==> src/rtl/lfsr_alu_seq.sv <==
// lfsr_alu_seq: registered execute-stage ALU with a Start/Done handshake and a
// multi-cycle Fibonacci LFSR engine (Busy is high while an LFSR run is active).
// Optional feature macro: LFSR_PERIOD_EN adds the Period output and lets an
// LFSR run stop early when the state returns to its seed.
`timescale 1ns/1ps

module lfsr_alu_seq #(
   parameter int WIDTH = 8,
   parameter int CNT_W = 8
) (
   input  logic             Clk,
   input  logic             Reset_n,
   input  logic             Start,
   input  logic [2:0]       Opcode,
   input  logic [WIDTH-1:0] InA,
   input  logic [WIDTH-1:0] InB,
   input  logic [CNT_W-1:0] Steps,
   output logic             Busy,
   output logic             Done,
   output logic [WIDTH-1:0] Out,
   output logic             GE_Flag,
`ifdef LFSR_PERIOD_EN
   output logic             Zero_Flag,
   output logic [CNT_W-1:0] Period
`else
   output logic             Zero_Flag
`endif
);

   localparam logic [2:0] OP_CMP  = 3'd0;
   localparam logic [2:0] OP_LFSR = 3'd1;
   localparam logic [2:0] OP_XOR  = 3'd2;
   localparam logic [2:0] OP_ADD  = 3'd3;
   localparam logic [2:0] OP_SUB  = 3'd4;
   localparam logic [2:0] OP_LSHL = 3'd5;
   localparam logic [2:0] OP_LSHR = 3'd6;
   localparam logic [2:0] OP_PAR  = 3'd7;

   // Shift amounts at or beyond the datapath width flush the result to zero.
   localparam logic [WIDTH-1:0] SHIFT_LIMIT = WIDTH'(WIDTH);

   typedef enum logic {
      IDLE = 1'b0,
      RUN  = 1'b1
   } state_t;

   state_t           state;
   logic [WIDTH-1:0] lfsr_state;
   logic [WIDTH-1:0] taps;
   logic [CNT_W-1:0] cnt;
   logic [WIDTH-1:0] lfsr_next;
   logic [WIDTH-1:0] alu_result;
   logic             run_finish;

`ifdef LFSR_PERIOD_EN
   logic [WIDTH-1:0] seed;
   logic [CNT_W-1:0] steps_latched;
   logic             run_match;
   logic [CNT_W-1:0] steps_taken;
`endif

   // One Fibonacci step: shift left and feed the parity of the tapped bits in at bit 0.
   always_comb begin
      lfsr_next = {lfsr_state[WIDTH-2:0], ^(taps & lfsr_state)};
   end

   // Decide whether the current RUN edge is the last one of the run.
`ifdef LFSR_PERIOD_EN
   always_comb begin
      run_match   = (lfsr_next == seed);
      steps_taken = steps_latched - cnt + CNT_W'(1);
      run_finish  = run_match || (cnt == CNT_W'(1));
   end
`else
   always_comb begin
      run_finish = (cnt == CNT_W'(1));
   end
`endif

   // Combinational result of the single-cycle operations, registered on acceptance.
   always_comb begin
      alu_result = '0;
      case (Opcode)
         OP_XOR:  alu_result = InA ^ InB;
         OP_ADD:  alu_result = InA + InB;
         OP_SUB:  alu_result = InA - InB;
         OP_LSHL: alu_result = (InB >= SHIFT_LIMIT) ? '0 : (InA << InB);
         OP_LSHR: alu_result = (InB >= SHIFT_LIMIT) ? '0 : (InA >> InB);
         OP_PAR:  alu_result = {{(WIDTH-1){1'b0}}, ^InB};
         default: alu_result = '0;
      endcase
   end

   // Control FSM and all registered outputs; Done is a one-cycle pulse on every completion.
   always_ff @(posedge Clk or negedge Reset_n) begin
      if (!Reset_n) begin
         state      <= IDLE;
         lfsr_state <= '0;
         taps       <= '0;
         cnt        <= '0;
         Busy       <= 1'b0;
         Done       <= 1'b0;
         Out        <= '0;
         GE_Flag    <= 1'b0;
         Zero_Flag  <= 1'b0;
`ifdef LFSR_PERIOD_EN
         seed          <= '0;
         steps_latched <= '0;
         Period        <= '0;
`endif
      end else begin
         Done <= 1'b0;
         case (state)
            IDLE: begin
               if (Start) begin
                  case (Opcode)
                     OP_CMP: begin
                        GE_Flag <= (InA >= InB);
                        Done    <= 1'b1;
                     end
                     OP_LFSR: begin
                        if (Steps == '0) begin
                           Out       <= InB;
                           Zero_Flag <= (InB == '0);
                           Done      <= 1'b1;
`ifdef LFSR_PERIOD_EN
                           Period    <= '0;
`endif
                        end else begin
                           lfsr_state <= InB;
                           taps       <= InA;
                           cnt        <= Steps;
                           Busy       <= 1'b1;
                           state      <= RUN;
`ifdef LFSR_PERIOD_EN
                           seed          <= InB;
                           steps_latched <= Steps;
`endif
                        end
                     end
                     default: begin
                        Out       <= alu_result;
                        Zero_Flag <= (alu_result == '0);
                        Done      <= 1'b1;
                     end
                  endcase
               end
            end
            RUN: begin
               lfsr_state <= lfsr_next;
               cnt        <= cnt - CNT_W'(1);
               if (run_finish) begin
                  Out       <= lfsr_next;
                  Zero_Flag <= (lfsr_next == '0);
                  Busy      <= 1'b0;
                  Done      <= 1'b1;
                  state     <= IDLE;
`ifdef LFSR_PERIOD_EN
                  Period    <= run_match ? steps_taken : '0;
`endif
               end
            end
            default: begin
               state <= IDLE;
               Busy  <= 1'b0;
            end
         endcase
      end
   end

endmodule

==> config.mk <==
export PLATFORM = sky130hd
export DESIGN_NAME = lfsr_alu_seq
export DESIGN_NICKNAME = d
export VERILOG_FILES = /design/src/rtl/lfsr_alu_seq.sv
export SDC_FILE = /design/constraint.sdc
export NUM_CORES = 1
export LEC_CHECK = 0
export CORE_MARGIN = 3
export CORE_UTILIZATION = 55
export DETAILED_ROUTE_END_ITERATION = 10
export PLACE_DENSITY = 0.82
export SKIP_CTS_REPAIR_TIMING = 1
export SLEW_MARGIN = 20
export SYNTH_ARGS = -nofsm -noshare
export SYNTH_HDL_FRONTEND = slang
export SYNTH_SLANG_ARGS = --single-unit
==> constraint.sdc <==
create_clock -name Clk -period 6.02 [get_ports Clk]
set_input_delay 0.602 -clock Clk [delete_from_list [all_inputs] [get_ports Clk]]
set_output_delay 0.602 -clock Clk [all_outputs]
set_load 0.02 [all_outputs]
==> run summary, run 1 <==
via count -> 3466
crit-path max FO -> 23
Most common cell on crit path -> a211oi_1
Synthesis Warnings -> 0
flops & latches, synth -> 37
part of the Yosys area used for sequential elements -> 25.9%
slowest cell delay on critical path -> 1130 ps
Tightest Pin Transition -> 1000 ps
Detailed Route Iter0 Violations -> 372
Fin. Hold Viols -> 0
fin crit period -> 3900 ps
post-layout util -> 67.1%
Post-Route WL -> 10.0 mm
dominant synthesized flop cell -> dfrtp_1
Peak VDD IR -> 262 uV
CP max stage cell -> clkdlybuf4s50_1
Max-cap violations -> 0
hpwl dp -> 7.51 mm
CP endpoint kind -> flop
slew margin rel. -> 33.1%
dpl cells -> 517
setup TNS -> 0 ps
Compound-Gate Fraction of Synth Area -> 22.5%
first-pass GRT wire length -> 16.2 mm
commonest non-fill, non-tap cell in the layout -> nand2_1
status -> completed
DP Area -> 0.00395 mm2
initial antenna violation count -> 0
CTS tree -> done
simple-gate share of the synthesized area -> 22.0%
Ant. Diodes -> 0
Finished Cell Area -> 0.00409 mm2
core region area -> 0.00610 mm2
Die W -> 86.6 um
Pleak -> 1.72 nW
total CTS buffers -> 5
multiplexer area fraction after synthesis -> 11.2%
mean post-synth cell area -> 8.44 um2
Pre-antenna DRT Iters -> 5
fmax -> 257 MHz
overall routing resource usage -> 27.5%
net count after synthesis -> 477
Clock Root Buffer -> clkbuf_8
Post-Syn Instances -> 423
drt drc -> 0
Synth Area in Adders -> 8.83%
startpoint types -> input port
P per Cell Area -> 351 mW/mm2
Final Instance Count excl. Fillers -> 525
number of global-route vias before repair -> 3162
WL/cell -> 19.0 um
RSZ-0062 raised after global routing -> false
Initial Util -> 58.6%
Clock Sinks -> 37
DIE AREA -> 0.00750 mm2
Final Cycle Share -> 64.7%
# nets final -> 503
clock tree buffer depth -> 2
Final ANT Viol Nets -> 0
Setup Viol. Count Final -> 0
Area Overhead vs Synth -> 14.5%
total power -> 1.44 mW
most frequent cells in the layout -> 51 x nand2_1, 41 x clkdlybuf4s50_1, 37 x dfrtp_1
Top Ports -> 42
fraction of registers with async set/reset -> 100%
input/output buffers -> 41
Post-Syn Area -> 0.00357 mm2
Worst-path clk slew -> 90 ps
main combinational cell family by area after synthesis -> compound AO/OA/AOI/OAI gates
vias per std cell -> 6.60
CP Cell Sequence -> clkdlybuf4s50_1 > ha_1 > inv_1 > fa_1 > a21o_1 > a211oi_1 > nor2_1 > a211oi_1 > nand2_1 > or4b_1 > o21ai_1
EDFF count, synth -> 0
worst hold slack -> 485 ps
Synth Area in XOR/XNOR -> 3.92%
CP arrival -> 4120 ps
Worst EP required -> 6250 ps
gpl congestion -> 0.956
Clock Skew -> 10.1 ps
setup ws final -> 2120 ps
std cell rows -> 28
largest net degree at the start of global routing -> 38
hold crit path type -> reg2reg
layout cells sized above 1 -> 7.33%
Setup CP Type -> in2reg
Die H -> 86.6 um
H-tree Lvls -> 2
total gr overflow -> 0
synth unique cells -> 69
dpl ws -> 1900 ps
Clk Latency, worst-skew pair -> 300 ps
Pins Over Slew Limit -> 0
## per-layer routing
metal  track usage, %  wire length (um)  up-vias
met5                0                 0        -
met4             6.66               112        0
met3             5.04              1020       14
met2             41.0              4380      190
met1             41.3              4490     1654
li1                 -                 -     1608
## critical path, delay by kind of cell
family                   cells  cell delay, ps
AND/OR/NAND/NOR              3             640
AO/OA/AOI/OAI                4             940
adder cells (fa/ha/maj)      2             740
buffers and inverters        2            1190
## cell usage after synthesis (all sizes together) (2+ instances only)
library cell	number	area share [%]
a21boi	3	0.63
o21ai	22	3.1
a22oi	2	0.42
and3	4	0.70
inv	15	1.6
buf	13	2.6
nor2b	6	1.1
mux4	5	3.3
o21a	2	0.42
nor4	4	0.70
o31ai	4	0.84
nand3b	5	1.1
nand4	5	0.88
a221oi	5	1.4
nand2	51	5.4
xnor2	11	2.7
nor2	36	3.8
clkbuf	11	1.3
o2111ai	3	0.91
a211oi	15	3.2
o22ai	4	0.70
fa	2	1.1
nand3	12	1.8
o211ai	4	0.84
and3b	5	1.2
dfrtp	37	26
o221ai	2	0.49
and2	3	0.53
a21o	8	1.7
a21oi	31	4.4
mux2i	9	2.5
ha	22	7.7
nand2b	4	0.70
a211o	2	0.49
nor3	8	1.3
xor2	5	1.2
mux2	17	5.5
nor3b	5	1.3
a31oi	7	1.2
## registers in the layout, summed over array words and instances (netlist names)
register	flops
cnt	8
Done	1
taps	8
Out	8
Busy	1
Zero_Flag	1
GE_Flag	1
state	1
lfsr_state	8
## layout make-up
class                      instances  area, um2
inverter                          16       62.6
tap                               75       93.8
fill                             518       2000
clock buffer                       5       68.8
clock inverter                     3       68.8
timing repair buffer              43        425
multi-input combinational        346       2450
sequential                        37        926
## power by group
group	internal (mW)	total [mW]	switching [mW]
logic	0.315	0.689	0.374
registers	0.372	0.482	0.110
clock network	0.167	0.266	0.0996
## path summary, 6_finish.rpt
check | cells after the start | slack, ps | to | from
setup / recovery | 11 | 2120 | Zero_Flag | InB[0]
hold / removal | 1 | 490 | Out[5] | Out[5]
min in group asynchronous | 2 | 710 | Out[5] | Reset_n
max in group asynchronous | 2 | 4980 | cnt[1] | Reset_n
setup reg to reg | 7 | 3150 | Zero_Flag | state
hold reg to reg | 1 | 490 | Out[5] | Out[5]
## cells by family after synthesis
group / Yosys count
compound gates: 121
simple gates: 154
flops: 37
mux: 31
buf+inv: 40
fa+ha+maj: 24
xor+xnor: 16
(Power assumes the default switching activity.)
==> run 2: changes to the inputs <==
==> constraint.sdc (replaced) <==
create_clock -name Clk -period 3.6 [get_ports Clk]
set_input_delay 0.36 -clock Clk [delete_from_list [all_inputs] [get_ports Clk]]
set_output_delay 0.36 -clock Clk [all_outputs]
set_load 0.02 [all_outputs]
==> run summary, run 2 (same netlist as run 1, synthesis figures left out) <==
Clock Root Buffer -> clkbuf_8
Pre-antenna DRT Iters -> 6 (+1)
P per Cell Area -> 552 mW/mm2 (+57%)
CP endpoint kind -> flop
Area Overhead vs Synth -> 16.3%
Pleak -> 1.77 nW (+2.9%)
startpoint types -> input port
Fin. Hold Viols -> 0 (unchanged)
crit-path max FO -> 12 (-48%)
overall routing resource usage -> 29.1% (+1.7 points)
Detailed Route Iter0 Violations -> 472 (+27%)
most frequent cells in the layout -> 51 x nand2_1, 41 x clkdlybuf4s50_1, 37 x dfrtp_1
via count -> 3543 (+2.2%)
Die W -> 86.6 um (unchanged)
Post-Route WL -> 10.5 mm (+5.4%)
drt drc -> 0 (unchanged)
Int Power -> 1.32 mW (+55%)
Clock Sinks -> 37 (unchanged)
slew margin rel. -> 35.5% (+2.4 points)
clock tree buffer depth -> 2 (unchanged)
Final ANT Viol Nets -> 0 (unchanged)
Worst EP required -> 3830 ps (-2420 ps)
post-layout util -> 68.2% (+1.0 points)
clock share of power -> 13.6% (-4.9 points)
layout cells sized above 1 -> 10.1% (+2.8 points)
# nets final -> 517 (+2.8%)
Sw Ratio -> 42.4% (+1.8 points)
Tightest Pin Transition -> 965 ps (-34.8 ps)
status -> completed
RSZ-0062 raised after global routing -> false
CP Cell Sequence -> clkdlybuf4s50_1 > inv_1 > ha_1 > o21ai_0 > a21oi_1 > nor2b_1 > a221o_1 > a211o_1 > or4b_1 > o21ai_1
setup ws final -> 480 ps (-1640 ps)
core region area -> 0.00610 mm2 (unchanged)
Top Ports -> 42 (unchanged)
Setup Viol. Count Final -> 0 (unchanged)
Setup CP Type -> in2reg
DIE AREA -> 0.00750 mm2 (unchanged)
largest net degree at the start of global routing -> 38 (unchanged)
total gr overflow -> 0 (unchanged)
Clock Skew -> 11.7 ps (+1.51 ps)
CP top delay family -> compound AO/OA/AOI/OAI gates
Final Cycle Share -> 86.7%
Pins Over Slew Limit -> 0 (unchanged)
setup TNS -> 0 ps (unchanged)
hold crit path type -> in2async
switching pwr -> 973 uW (+67%)
initial antenna violation count -> 0 (unchanged)
fin crit period -> 3120 ps
CP max stage cell -> clkdlybuf4s50_1
vias per std cell -> 6.57 (-0.43%)
slowest cell delay on critical path -> 590 ps (-540 ps)
std cell rows -> 28 (unchanged)
hpwl dp -> 8.12 mm (+8.1%)
H-tree Lvls -> 2 (unchanged)
dpl ws -> 245 ps (-1650 ps)
Clk Latency, worst-skew pair -> 300 ps (about the same)
CP arrival -> 3350 ps (-770 ps)
input/output buffers -> 41 (unchanged)
CTS tree -> done
crit path buf inv count -> 2 (unchanged)
Die H -> 86.6 um (unchanged)
Seq pwr share -> 34.5% (+1.0 points)
number of global-route vias before repair -> 3280 (+3.7%)
Initial Util -> 58.6% (unchanged)
gpl congestion -> 1.00 (+5.0%)
Ant. Diodes -> 0 (unchanged)
combinational power share -> 51.9% (+4.0 points)
total CTS buffers -> 5 (unchanged)
Peak VDD IR -> 451 uV (+72%)
commonest non-fill, non-tap cell in the layout -> nand2_1
Worst-path clk slew -> 80 ps (about the same)
WL/cell -> 19.6 um (+2.7%)
first-pass GRT wire length -> 17.1 mm (+5.8%)
fmax -> 321 MHz
Max-cap violations -> 0 (unchanged)
-- run 2: cell count changes in the layout (fill, tap and decap cells not counted), sizes merged --
cell	delta
clkbuf	+1
inv	-1
bufinv	-2
clkinv	+2
buf	+14
-- run 2: path summary, 6_finish.rpt --
kind                            startpoint        end  slack (ps)  depth (start not counted)
max in group asynchronous          Reset_n    taps[0]        2760                          2
worst min register to register      Out[6]     Out[6]         490                          1
worst max-delay path                InB[3]  Zero_Flag         480                         10
worst max register to register      cnt[4]  Zero_Flag        1090                          7
min in group Clk                    Out[6]     Out[6]         490                          1
worst min-delay path               Reset_n    GE_Flag         480                          2
-- run 2: power groups by stage --
stage	Clock, mW	Combinational (mW)	Sequential, mW
floorplan	0	0.746	0.822
global placement	0	1.14	0.777
detailed placement	0	1.18	0.791
CTS	0.314	1.19	0.784
global route	0.333	1.30	0.815
finish	0.312	1.19	0.791
-- run 2: area by class of cell --
class | instances | area, um2
Multi-Input combinational cell | 346 | 2450
Sequential cell | 37 | 926
Fill cell | 523 | 1940
Timing Repair Buffer | 57 | 531
Inverter | 16 | 62.6
Tap cell | 75 | 93.8
Clock inverter | 2 | 13.8
Clock buffer | 6 | 82.6
-- run 2: metrics by stage --
step	cell area (um2)	hold WS (ps)	power [mW]	std cells
after floorplan	3570	64.4	1.57	423
after global placement	4060	459	1.92	531
after detailed placement	4060	474	1.97	531
after CTS	4160	492	2.28	539
after global routing	4160	498	2.45	539
final	4160	482	2.29	539
-- run 2: layer usage --
layer / up-vias / share of wire, % / global-route usage [%]
met1: 1716 / 45 / 43.9
met2: 175 / 45 / 44.2
met4: 0 / 1.2 / 5.52
met3: 14 / 8.9 / 5.04
li1: 1638 / - / -
met5: - / 0 / 0
==> run 3: changes to the inputs <==
--- a/config.mk
+++ b/config.mk
@@ -5,10 +5,12 @@
 export SDC_FILE = /design/constraint.sdc
 export NUM_CORES = 1
 export LEC_CHECK = 0
+export CELL_PAD_IN_SITES_DETAIL_PLACEMENT = 2
+export CELL_PAD_IN_SITES_GLOBAL_PLACEMENT = 2
 export CORE_MARGIN = 3
-export CORE_UTILIZATION = 55
+export CORE_UTILIZATION = 35
 export DETAILED_ROUTE_END_ITERATION = 10
-export PLACE_DENSITY = 0.82
+export PLACE_DENSITY = 0.85
 export SKIP_CTS_REPAIR_TIMING = 1
 export SLEW_MARGIN = 20
 export SYNTH_ARGS = -nofsm -noshare
==> run summary, run 3 (same netlist as run 1, synthesis figures left out) <==
Die W -> 107 um (+24%)
Pleak -> 1.79 nW (+1.0%)
slowest cell delay on critical path -> 610 ps (+20 ps)
Detailed Route Iter0 Violations -> 197 (-58%)
Clk Latency, worst-skew pair -> 290 ps (about the same)
fin crit period -> 3240 ps (+118 ps)
hpwl dp -> 11.0 mm (+35%)
via count -> 3653 (+3.1%)
Clock Root Buffer -> clkbuf_8
DP Area -> 0.00416 mm2 (+2.6%)
vias per std cell -> 6.07 (-7.7%)
status -> completed
slew margin rel. -> 40.9% (+5.4 points)
Top Ports -> 42 (unchanged)
input/output buffers -> 41 (unchanged)
Max-cap violations -> 0 (unchanged)
Pins Over Slew Limit -> 0 (unchanged)
Tightest Pin Transition -> 886 ps (-79.0 ps)
Sequential cell area -> 926 um2 (unchanged)
hold crit path type -> in2async
Setup CP Type -> in2reg
commonest non-fill, non-tap cell in the layout -> nand2_1
Area Overhead vs Synth -> 19.0%
RSZ-0062 raised after global routing -> false
setup TNS -> 0 ps (unchanged)
first-pass GRT wire length -> 22.5 mm (+32%)
startpoint types -> input port
Worst-path clk slew -> 80 ps (about the same)
Ant. Diodes -> 0 (unchanged)
Die H -> 107 um (+24%)
largest net degree at the start of global routing -> 38 (unchanged)
most frequent cells in the layout -> 51 x nand2_1, 40 x clkdlybuf4s50_1, 37 x dfrtp_1
CP max stage cell -> a2111oi_1
Final ANT Viol Nets -> 0 (unchanged)
P per Cell Area -> 553 mW/mm2 (+0.10%)
Final Instance Count excl. Fillers -> 602 (+12%)
Initial Util -> 36.2% (-22 points)
Layout fillers -> 1094 (+110%)
total gr overflow -> 0 (unchanged)
CP Cell Sequence -> clkdlybuf4s50_1 > inv_1 > ha_1 > and2_1 > nand3_2 > a2111oi_1 > a21boi_0 > a211o_1 > a211oi_1 > o31ai_1
# nets final -> 522 (+0.97%)
H-tree Lvls -> 2 (unchanged)
Setup Viol. Count Final -> 0 (unchanged)
total power -> 2.35 mW (+2.4%)
Multi-input gate area -> 0.00245 mm2 (+0.20%)
initial antenna violation count -> 0 (unchanged)
Clock Sinks -> 37 (unchanged)
CTS tree -> done
number of global-route vias before repair -> 3986 (+22%)
layout cells sized above 1 -> 11.3% (+1.2 points)
drt drc -> 0 (unchanged)
CP arrival -> 3430 ps (+80 ps)
Pre-antenna DRT Iters -> 4 (-2)
clock tree buffer depth -> 2 (unchanged)
Worst R2R Start -> state
worst hold slack -> 184 ps (-298 ps)
std cell rows -> 36 (+29%)
total CTS buffers -> 5 (unchanged)
gpl congestion -> 0.898 (-11%)
Worst EP required -> 3790 ps (-40 ps)
crit path from -> InB[4]
Post-Route WL -> 14.0 mm (+33%)
Finished Cell Area -> 0.00425 mm2 (+2.3%)
Fin. Hold Viols -> 0 (unchanged)
dpl cells -> 594 (+12%)
Final Cycle Share -> 89.9% (+3.3 points)
crit-path max FO -> 9 (-3)
fmax -> 309 MHz (-3.6%)
DIE AREA -> 0.0115 mm2 (+53%)
WL/cell -> 23.3 um (+19%)
Clock Skew -> 4.81 ps (-6.85 ps)
core region area -> 0.00986 mm2 (+62%)
CP endpoint kind -> flop
Peak VDD IR -> 222 uV (-51%)
overall routing resource usage -> 25.1% (-4.0 points)
[run 3: area by class of cell]
type                    instances  area share [%]
repair buffers                 62            13.2
clock inverters                 2           0.235
inverters                      16            1.47
multi-input cells             346            57.7
well taps                     133            3.91
flip-flops and latches         37            21.8
clock buffers                   6            1.71
[run 3: per-layer routing]
layer	up-vias	track usage (%)	part of all wire, %
met5	-	0	0
met2	105	44.8	51
li1	1649	-	-
met4	0	8.40	2.9
met1	1866	30.8	42
met3	33	3.55	4.2
[run 3: worst paths after layout]
kind	end	cells past startpoint	slack, ps
setup / recovery	Out[3]	10	360
hold / removal	Done	1	180
setup reg to reg	Zero_Flag	8	840
hold reg to reg	Busy	1	500
max in group asynchronous	Out[0]	1	2860
min in group Clk	Busy	1	500
[run 3: stage by stage]
step	utilization [%]	worst slack [ps]
final	43.1	362
after global routing	43.1	254
after CTS	43.0	501
after detailed placement	42.2	234
after global placement	42.2	309
after floorplan	-	872
[run 3: worst max-delay path, delay by kind of cell]
family,cells,cell delay (ps)
buffers and inverters,2,690
and+or+nand+nor,2,680
AOI/OAI and AO/OA,5,1460
adders and majority gates,1,240
[run 3: power by group]
part / internal, mW / switching, mW / leakage, nW / total (mW)
clock network: 0.134 / 0.158 / 0.0450 / 0.292
registers: 0.623 / 0.181 / 0.439 / 0.804
logic: 0.545 / 0.708 / 1.31 / 1.25
total: 1.30 / 1.05 / 1.79 / 2.35
